$ cat config.mk
export PLATFORM = sky130hd
export DESIGN_NAME = game_engine
export DESIGN_NICKNAME = d
export VERILOG_FILES = /design/src/rtl/game_engine.sv
export SDC_FILE = /design/constraint.sdc
export NUM_CORES = 1
export LEC_CHECK = 0
export CAP_MARGIN = 10
export CORE_MARGIN = 2
export CORE_UTILIZATION = 40
export DETAILED_ROUTE_END_ITERATION = 12
export PLACE_DENSITY = 0.65
export SLEW_MARGIN = 20
export SYNTH_ARGS = -nofsm -noshare
export SYNTH_HDL_FRONTEND = slang
export SYNTH_SLANG_ARGS = --single-unit
$ cat constraint.sdc
create_clock -name CLOCK_50 -period 9.45 [get_ports CLOCK_50]
set_input_delay 1.89 -clock CLOCK_50 [delete_from_list [all_inputs] [get_ports CLOCK_50]]
set_output_delay 1.89 -clock CLOCK_50 [all_outputs]
set_load 0.01 [all_outputs]
$ cat src/rtl/game_engine.sv
// game_engine: frame-tick driven flappy-bird style game core.
// Sequences one position update per frame: waits for a frame tick, hands the
// frame to the painter, waits for the painter's erase-complete toggle, then
// moves the bird and pipe and checks for collisions.
//
// Ports:
//   CLOCK_50    in   1  sole clock, rising edge
//   reset       in   1  synchronous, active-high
//   flap        in   1  player button level (rising edge = flap)
//   frame_done  in   1  painter toggle; any change means erase is complete
//   game_pulse  out  1  one-cycle frame strobe to the painter
//   box_y       out  7  bird centre row (bird spans rows box_y-1..box_y+1)
//   pipe_one_x  out  8  pipe column, 0..159
//   pipe_one_y  out  7  first row of the pipe gap
//   game_over   out  1  high while the game is over
//   score       out  8  pipes passed
//
// Build option: define GAME_ENGINE_SCORE_EN to get a saturating score
// counter; without it score is tied to zero and no counter exists.
module game_engine #(
    parameter int unsigned TICK_DIV = 833333,
    parameter int unsigned GAP_H    = 30,
    parameter int          FLAP_VEL = -4,
    parameter int unsigned MAX_FALL = 4
) (
    input  logic       CLOCK_50,
    input  logic       reset,
    input  logic       flap,
    input  logic       frame_done,
    output logic       game_pulse,
    output logic [6:0] box_y,
    output logic [7:0] pipe_one_x,
    output logic [6:0] pipe_one_y,
    output logic       game_over,
    output logic [7:0] score
);

    localparam int unsigned TICK_W = (TICK_DIV > 1) ? $clog2(TICK_DIV) : 1;

    localparam logic signed [3:0] FLAP_S   = 4'(FLAP_VEL);
    localparam logic signed [3:0] MAX_S    = 4'(MAX_FALL);
    localparam logic        [6:0] Y_RESET  = 7'd60;
    localparam logic        [7:0] X_RESET  = 8'd159;
    localparam logic        [6:0] PY_RESET = 7'd40;
    localparam logic        [6:0] LFSR_RST = 7'h5A;

    typedef enum logic [2:0] {
        S_IDLE,
        S_WAIT_TICK,
        S_WAIT_DRAW,
        S_UPDATE,
        S_OVER
    } state_t;

    state_t            state;
    logic [TICK_W-1:0] tick_cnt;
    logic signed [3:0] vel;
    logic        [6:0] lfsr;
    logic              flap_q;
    logic              done_q;
    logic              flap_pending;

    logic              tick_wrap;
    logic              flap_rise;
    logic              done_evt;

    // Next-position datapath, only committed on the edge leaving UPDATE
    logic signed [3:0] vel_cand;
    logic signed [7:0] y_sum;
    logic        [6:0] box_nx;
    logic signed [3:0] vel_nx;
    logic              ground_hit;
    logic        [6:0] lfsr_step;
    logic        [7:0] px_nx;
    logic        [6:0] py_nx;
    logic        [6:0] lfsr_nx;
    logic        [8:0] bird_top;
    logic        [8:0] bird_bot;
    logic        [8:0] gap_lo;
    logic        [8:0] gap_hi;
    logic              pipe_hit;

    assign tick_wrap = (tick_cnt == TICK_W'(TICK_DIV - 1));
    assign flap_rise = flap & ~flap_q;
    assign done_evt  = frame_done ^ done_q;

    // x^7 + x^6 + 1 Fibonacci step
    assign lfsr_step = {lfsr[5:0], lfsr[6] ^ lfsr[5]};

    // Bird physics: flap, gravity with terminal velocity, ceiling and ground
    always_comb begin
        vel_cand   = FLAP_S;
        y_sum      = 8'sd0;
        box_nx     = box_y;
        vel_nx     = vel;
        ground_hit = 1'b0;

        if (flap_pending) begin
            vel_cand = FLAP_S;
        end else if (vel >= MAX_S) begin
            vel_cand = MAX_S;
        end else begin
            vel_cand = vel + 4'sd1;
        end

        y_sum = $signed({1'b0, box_y}) + $signed({{4{vel_cand[3]}}, vel_cand});

        if (y_sum < 8'sd1) begin
            box_nx = 7'd1;
            vel_nx = 4'sd0;
        end else if (y_sum >= 8'sd118) begin
            box_nx     = 7'd118;
            vel_nx     = vel_cand;
            ground_hit = 1'b1;
        end else begin
            box_nx = y_sum[6:0];
            vel_nx = vel_cand;
        end
    end

    // Pipe scroll and respawn with a pseudo-random gap row
    always_comb begin
        px_nx   = pipe_one_x - 8'd1;
        py_nx   = pipe_one_y;
        lfsr_nx = lfsr;
        if (pipe_one_x == 8'd0) begin
            px_nx   = X_RESET;
            py_nx   = 7'd8 + {1'b0, lfsr_step[5:0]};
            lfsr_nx = lfsr_step;
        end
    end

    // Pipe collision against the freshly computed bird and pipe positions
    always_comb begin
        bird_top = {2'b00, box_nx} - 9'd1;
        bird_bot = {2'b00, box_nx} + 9'd1;
        gap_lo   = {2'b00, py_nx};
        gap_hi   = gap_lo + 9'(GAP_H) - 9'd1;
        pipe_hit = (px_nx >= 8'd3) && (px_nx <= 8'd5) &&
                   ((bird_top < gap_lo) || (bird_bot > gap_hi));
    end

    // Game sequencer, tick divider and input edge detectors
    always_ff @(posedge CLOCK_50) begin
        if (reset) begin
            state        <= S_IDLE;
            tick_cnt     <= '0;
            game_pulse   <= 1'b0;
            box_y        <= Y_RESET;
            vel          <= 4'sd0;
            pipe_one_x   <= X_RESET;
            pipe_one_y   <= PY_RESET;
            lfsr         <= LFSR_RST;
            game_over    <= 1'b0;
            flap_pending <= 1'b0;
            // Seed with the live inputs so reset release never looks like an edge
            flap_q       <= flap;
            done_q       <= frame_done;
        end else begin
            flap_q       <= flap;
            done_q       <= frame_done;
            tick_cnt     <= tick_wrap ? '0 : tick_cnt + TICK_W'(1);
            // The painter is busy in WAIT_DRAW, so that frame's strobe is skipped
            game_pulse   <= tick_wrap && (state != S_WAIT_DRAW);
            flap_pending <= flap_pending | flap_rise;

            case (state)
                S_IDLE: begin
                    if (flap_pending) begin
                        state        <= S_WAIT_TICK;
                        flap_pending <= flap_rise;
                    end
                end
                S_WAIT_TICK: begin
                    if (tick_wrap) begin
                        state <= S_WAIT_DRAW;
                    end
                end
                S_WAIT_DRAW: begin
                    if (done_evt) begin
                        state <= S_UPDATE;
                    end
                end
                S_UPDATE: begin
                    box_y        <= box_nx;
                    vel          <= vel_nx;
                    pipe_one_x   <= px_nx;
                    pipe_one_y   <= py_nx;
                    lfsr         <= lfsr_nx;
                    // A flap landing in this cycle survives for the next update
                    flap_pending <= flap_rise;
                    game_over    <= ground_hit | pipe_hit;
                    state        <= (ground_hit | pipe_hit) ? S_OVER : S_WAIT_TICK;
                end
                S_OVER: begin
                    if (flap_pending) begin
                        state        <= S_IDLE;
                        tick_cnt     <= '0;
                        game_pulse   <= 1'b0;
                        box_y        <= Y_RESET;
                        vel          <= 4'sd0;
                        pipe_one_x   <= X_RESET;
                        pipe_one_y   <= PY_RESET;
                        lfsr         <= LFSR_RST;
                        game_over    <= 1'b0;
                        flap_pending <= 1'b0;
                    end
                end
                default: begin
                    state <= S_IDLE;
                end
            endcase
        end
    end

`ifdef GAME_ENGINE_SCORE_EN
    // Pipes passed, saturating; counts on each pipe respawn
    always_ff @(posedge CLOCK_50) begin
        if (reset) begin
            score <= 8'd0;
        end else if ((state == S_OVER) && flap_pending) begin
            score <= 8'd0;
        end else if ((state == S_UPDATE) && (pipe_one_x == 8'd0) && (score != 8'd255)) begin
            score <= score + 8'd1;
        end
    end
`else
    assign score = 8'd0;
`endif

endmodule

==> impl_metrics.json <==
{
  "outcome": "completed",
  "h-tree-depth": 3,
  "fin_nets": 570,
  "synth_top_cell_area_share": 0.293,
  "first_pass_iters": 5,
  "finalSetupTns_ps": 0,
  "wirelength_mm": 9.23,
  "sw_frac_of_total": 0.265,
  "timing.hold.ws_ps": 465,
  "synth_xor_area_frac": 0.0819,
  "synth_adder_area_share": 0.107,
  "final_hold_viol_count": 0,
  "synth-main-ff-cell": "dfxtp_1",
  "fp.dieH_um": 106,
  "power.total_w": 0.000576,
  "min_period_ps": 5520,
  "comb_power_share": 0.108,
  "post_cts_resized": 0,
  "clock_latency_ps": 340,
  "worstPathRequired_ps": 9710,
  "cts_hold_buf": 0,
  "rsz0062_at_grt": "false",
  "clk_path_buf_depth": 2,
  "nFillCells": 1017,
  "worstSetupPathType": "register to register",
  "io_pins": 36,
  "first_global_vias": 3427,
  "fmax_mhz": 181,
  "yosys.area_share.simple": 0.257,
  "synth_seq_area_share": 0.293,
  "synth-async-reset-ratio": 0,
  "drt-wirelength-per-cell_um": 13.7,
  "rows": 37,
  "start_util": 0.408,
  "finalClockSkew_ps": 9.64,
  "setup_viol": 0,
  "dp_hpwl_mm": 6.80,
  "vdd_drop_max_uv": 77.2,
  "p_leak_nw": 1.82,
  "period_share": 0.584,
  "avgSynthCellArea_sq_um": 8.15,
  "clkTransAtPathRegs_ps": 80,
  "clkPwrFrac": 0.440,
  "hold_class": "register to register",
  "maxSlewHeadroom": 0.494,
  "globalRouteOverflowTotal": 0,
  "synthCells": 512,
  "gp_congestion": 0.901,
  "cts_num_sinks": 61,
  "drt_iter0_drc": 240,
  "yosysTopAreaCell": "dfxtp_1",
  "synth_most_common_cell": "nor2_1",
  "portBuffers": 27,
  "cp_max_fo": 12,
  "synth_top_family_by_area": "simple AND/OR/NAND/NOR gates",
  "synthTopCellsByArea": "dfxtp_1 (29%), ha_1 (10%), nor2_1 (6.4%)",
  "cts_tree": "built",
  "ant_nets": 0,
  "cts_buffers": 9,
  "grt_util_all_layers": 0.173,
  "syn_to_final_growth_pct": 11.9,
  "vias_per_cell": 5.37,
  "intPower_w": 0.000423,
  "synth.cell_area_sq_um": 4170,
  "grt_pass1_wl_mm": 16.1,
  "synth_edf_count": 0,
  "netSwitchingPower_w": 0.000152,
  "num_antenna_cells": 0,
  "worstSetupStartpointType": "register",
  "synth_compound_area_frac": 0.174,
  "maxCapViolCount": 0,
  "final_layout_size_suffix_gt1_frac": 0.0690,
  "drv_slew": 0,
  "drc_errors": 0,
  "grt_max_degree": 41,
  "ff_latch_area_sq_um": 1220,
  "synth_seq_cells": 61,
  "core_sq_um": 10200,
  "p_per_area_nw_per_um2": 123,
  "post_cts_buffers": 0,
  "multi_input_area_sq_um": 2660,
  "vias": 3608,
  "ys_types": 72,
  "die_w_um": 106,
  "worstMarginPinSlew_ps": 758,
  "dieArea_sq_um": 11300,
  "critPathCaptureType": "register",
  "synth_mux_area_frac": 0.00960,
  "arrival_ps": 5780,
  "ys_warn_count": 0,
  "seqPwrFrac": 0.452,
  "antenna_found_initial": 0,
  "synthTopCellsByCount": "nor2_1 (71), dfxtp_1 (61), a21oi_1 (38)",
  "cts-root-buf": "clkbuf_8"
}
[registers in the layout (all words and copies together) (netlist names)]
signal        count
lfsr              7
done_q            1
state             3
flap_pending      1
game_over         1
pipe_one_y        7
tick_cnt         20
vel               4
flap_q            1
game_pulse        1
pipe_one_x        8
box_y             7
[critical path: stages (launching register included)]
cell and delay (ps):
dfxtp_1 350, inv_1 50, a21oi_1 260, nor2b_1 180, ha_1 170, inv_1 50
fa_1 390, nand2b_1 210, a21oi_1 190, xor2_1 620, nor4_1 190, a21oi_2 370
a21bo_2 320, inv_1 60, ha_1 260, a21oi_1 100, o22a_1 210, ha_1 210
a2111oi_0 390, a21oi_1 110, o21ai_0 350, a32oi_1 180, a211oi_2 230
[cells in the final DEF (no fill, tap or decap), types with 5 or more instances in the layout]
cell type / count
nand2b_1: 11
xor2_1: 23
conb_1: 9
o21bai_1: 6
nor2_1: 71
inv_1: 26
clkdlybuf4s50_1: 27
and3_1: 6
a31oi_1: 6
nand4_1: 6
nand2_1: 27
a21oi_1: 38
xnor2_1: 16
o21ai_0: 10
dfxtp_1: 61
clkbuf_8: 11
or3_1: 5
nand3b_1: 6
nor3_1: 17
ha_1: 34
nand3_1: 26
[kinds of logic (layout without fill, tap and decap cells)]
logic type | Yosys count | in the layout
flops | 61 | 61
buf+inv | 58 | 74
mux | 4 | 4
fa+ha+maj | 35 | 35
other cells | 1 | 9
simple gates | 206 | 206
xor+xnor | 39 | 39
compound gates | 108 | 108
[cell type report]
class,count,share of cell area
multi-input cells,401,0.569
flip-flops and latches,61,0.262
repair buffers,31,0.0643
well taps,136,0.0365
clock buffers,11,0.0324
inverters,27,0.0217
clock inverters,5,0.0139
[metal layers]
| metal | track usage | part of all wire | up-vias |
|---|---|---|---|
| li1 | - | - | 1838 |
| met1 | 0.230 | 0.47 | 1671 |
| met2 | 0.275 | 0.46 | 78 |
| met3 | 0.0362 | 0.038 | 21 |
| met4 | 0.0686 | 0.024 | 0 |
| met5 | 0 | 0 | - |
[stage by stage]
step,instances,setup slack [ps],util,instance area [sq um]
6_report,672,3930,0.456,4670
5_1_grt,672,3410,0.456,4670
4_1_cts,672,3970,0.456,4670
3_5_place_dp,656,4000,0.435,4450
3_3_place_gp,656,4200,0.435,4450
2_1_floorplan,520,4790,-,4200
[power groups by stage]
stage	sequential [W]	combinational (W)	clock, W
after floorplan	0.000266	0.0000520	0
after global placement	0.000266	0.0000602	0
after detailed placement	0.000266	0.0000618	0
after CTS	0.000260	0.0000621	0.000262
after global routing	0.000261	0.0000705	0.000273
final	0.000260	0.0000622	0.000253
[path summary, 6_finish.rpt]
kind                            slack, ps                      to              startpoint  depth (start not counted)
worst max register to register       3930  game_over$_SDFFE_PP0P_     vel[3]$_SDFFE_PP0P_                         22
worst min register to register        460  tick_cnt[0]$_SDFF_PP0_  tick_cnt[0]$_SDFF_PP0_                          1
worst min-delay path                  460  tick_cnt[0]$_SDFF_PP0_  tick_cnt[0]$_SDFF_PP0_                          1
worst max-delay path                 3930  game_over$_SDFFE_PP0P_     vel[3]$_SDFFE_PP0P_                         22
No activity file was read; power rests on OpenSTA's default activity.
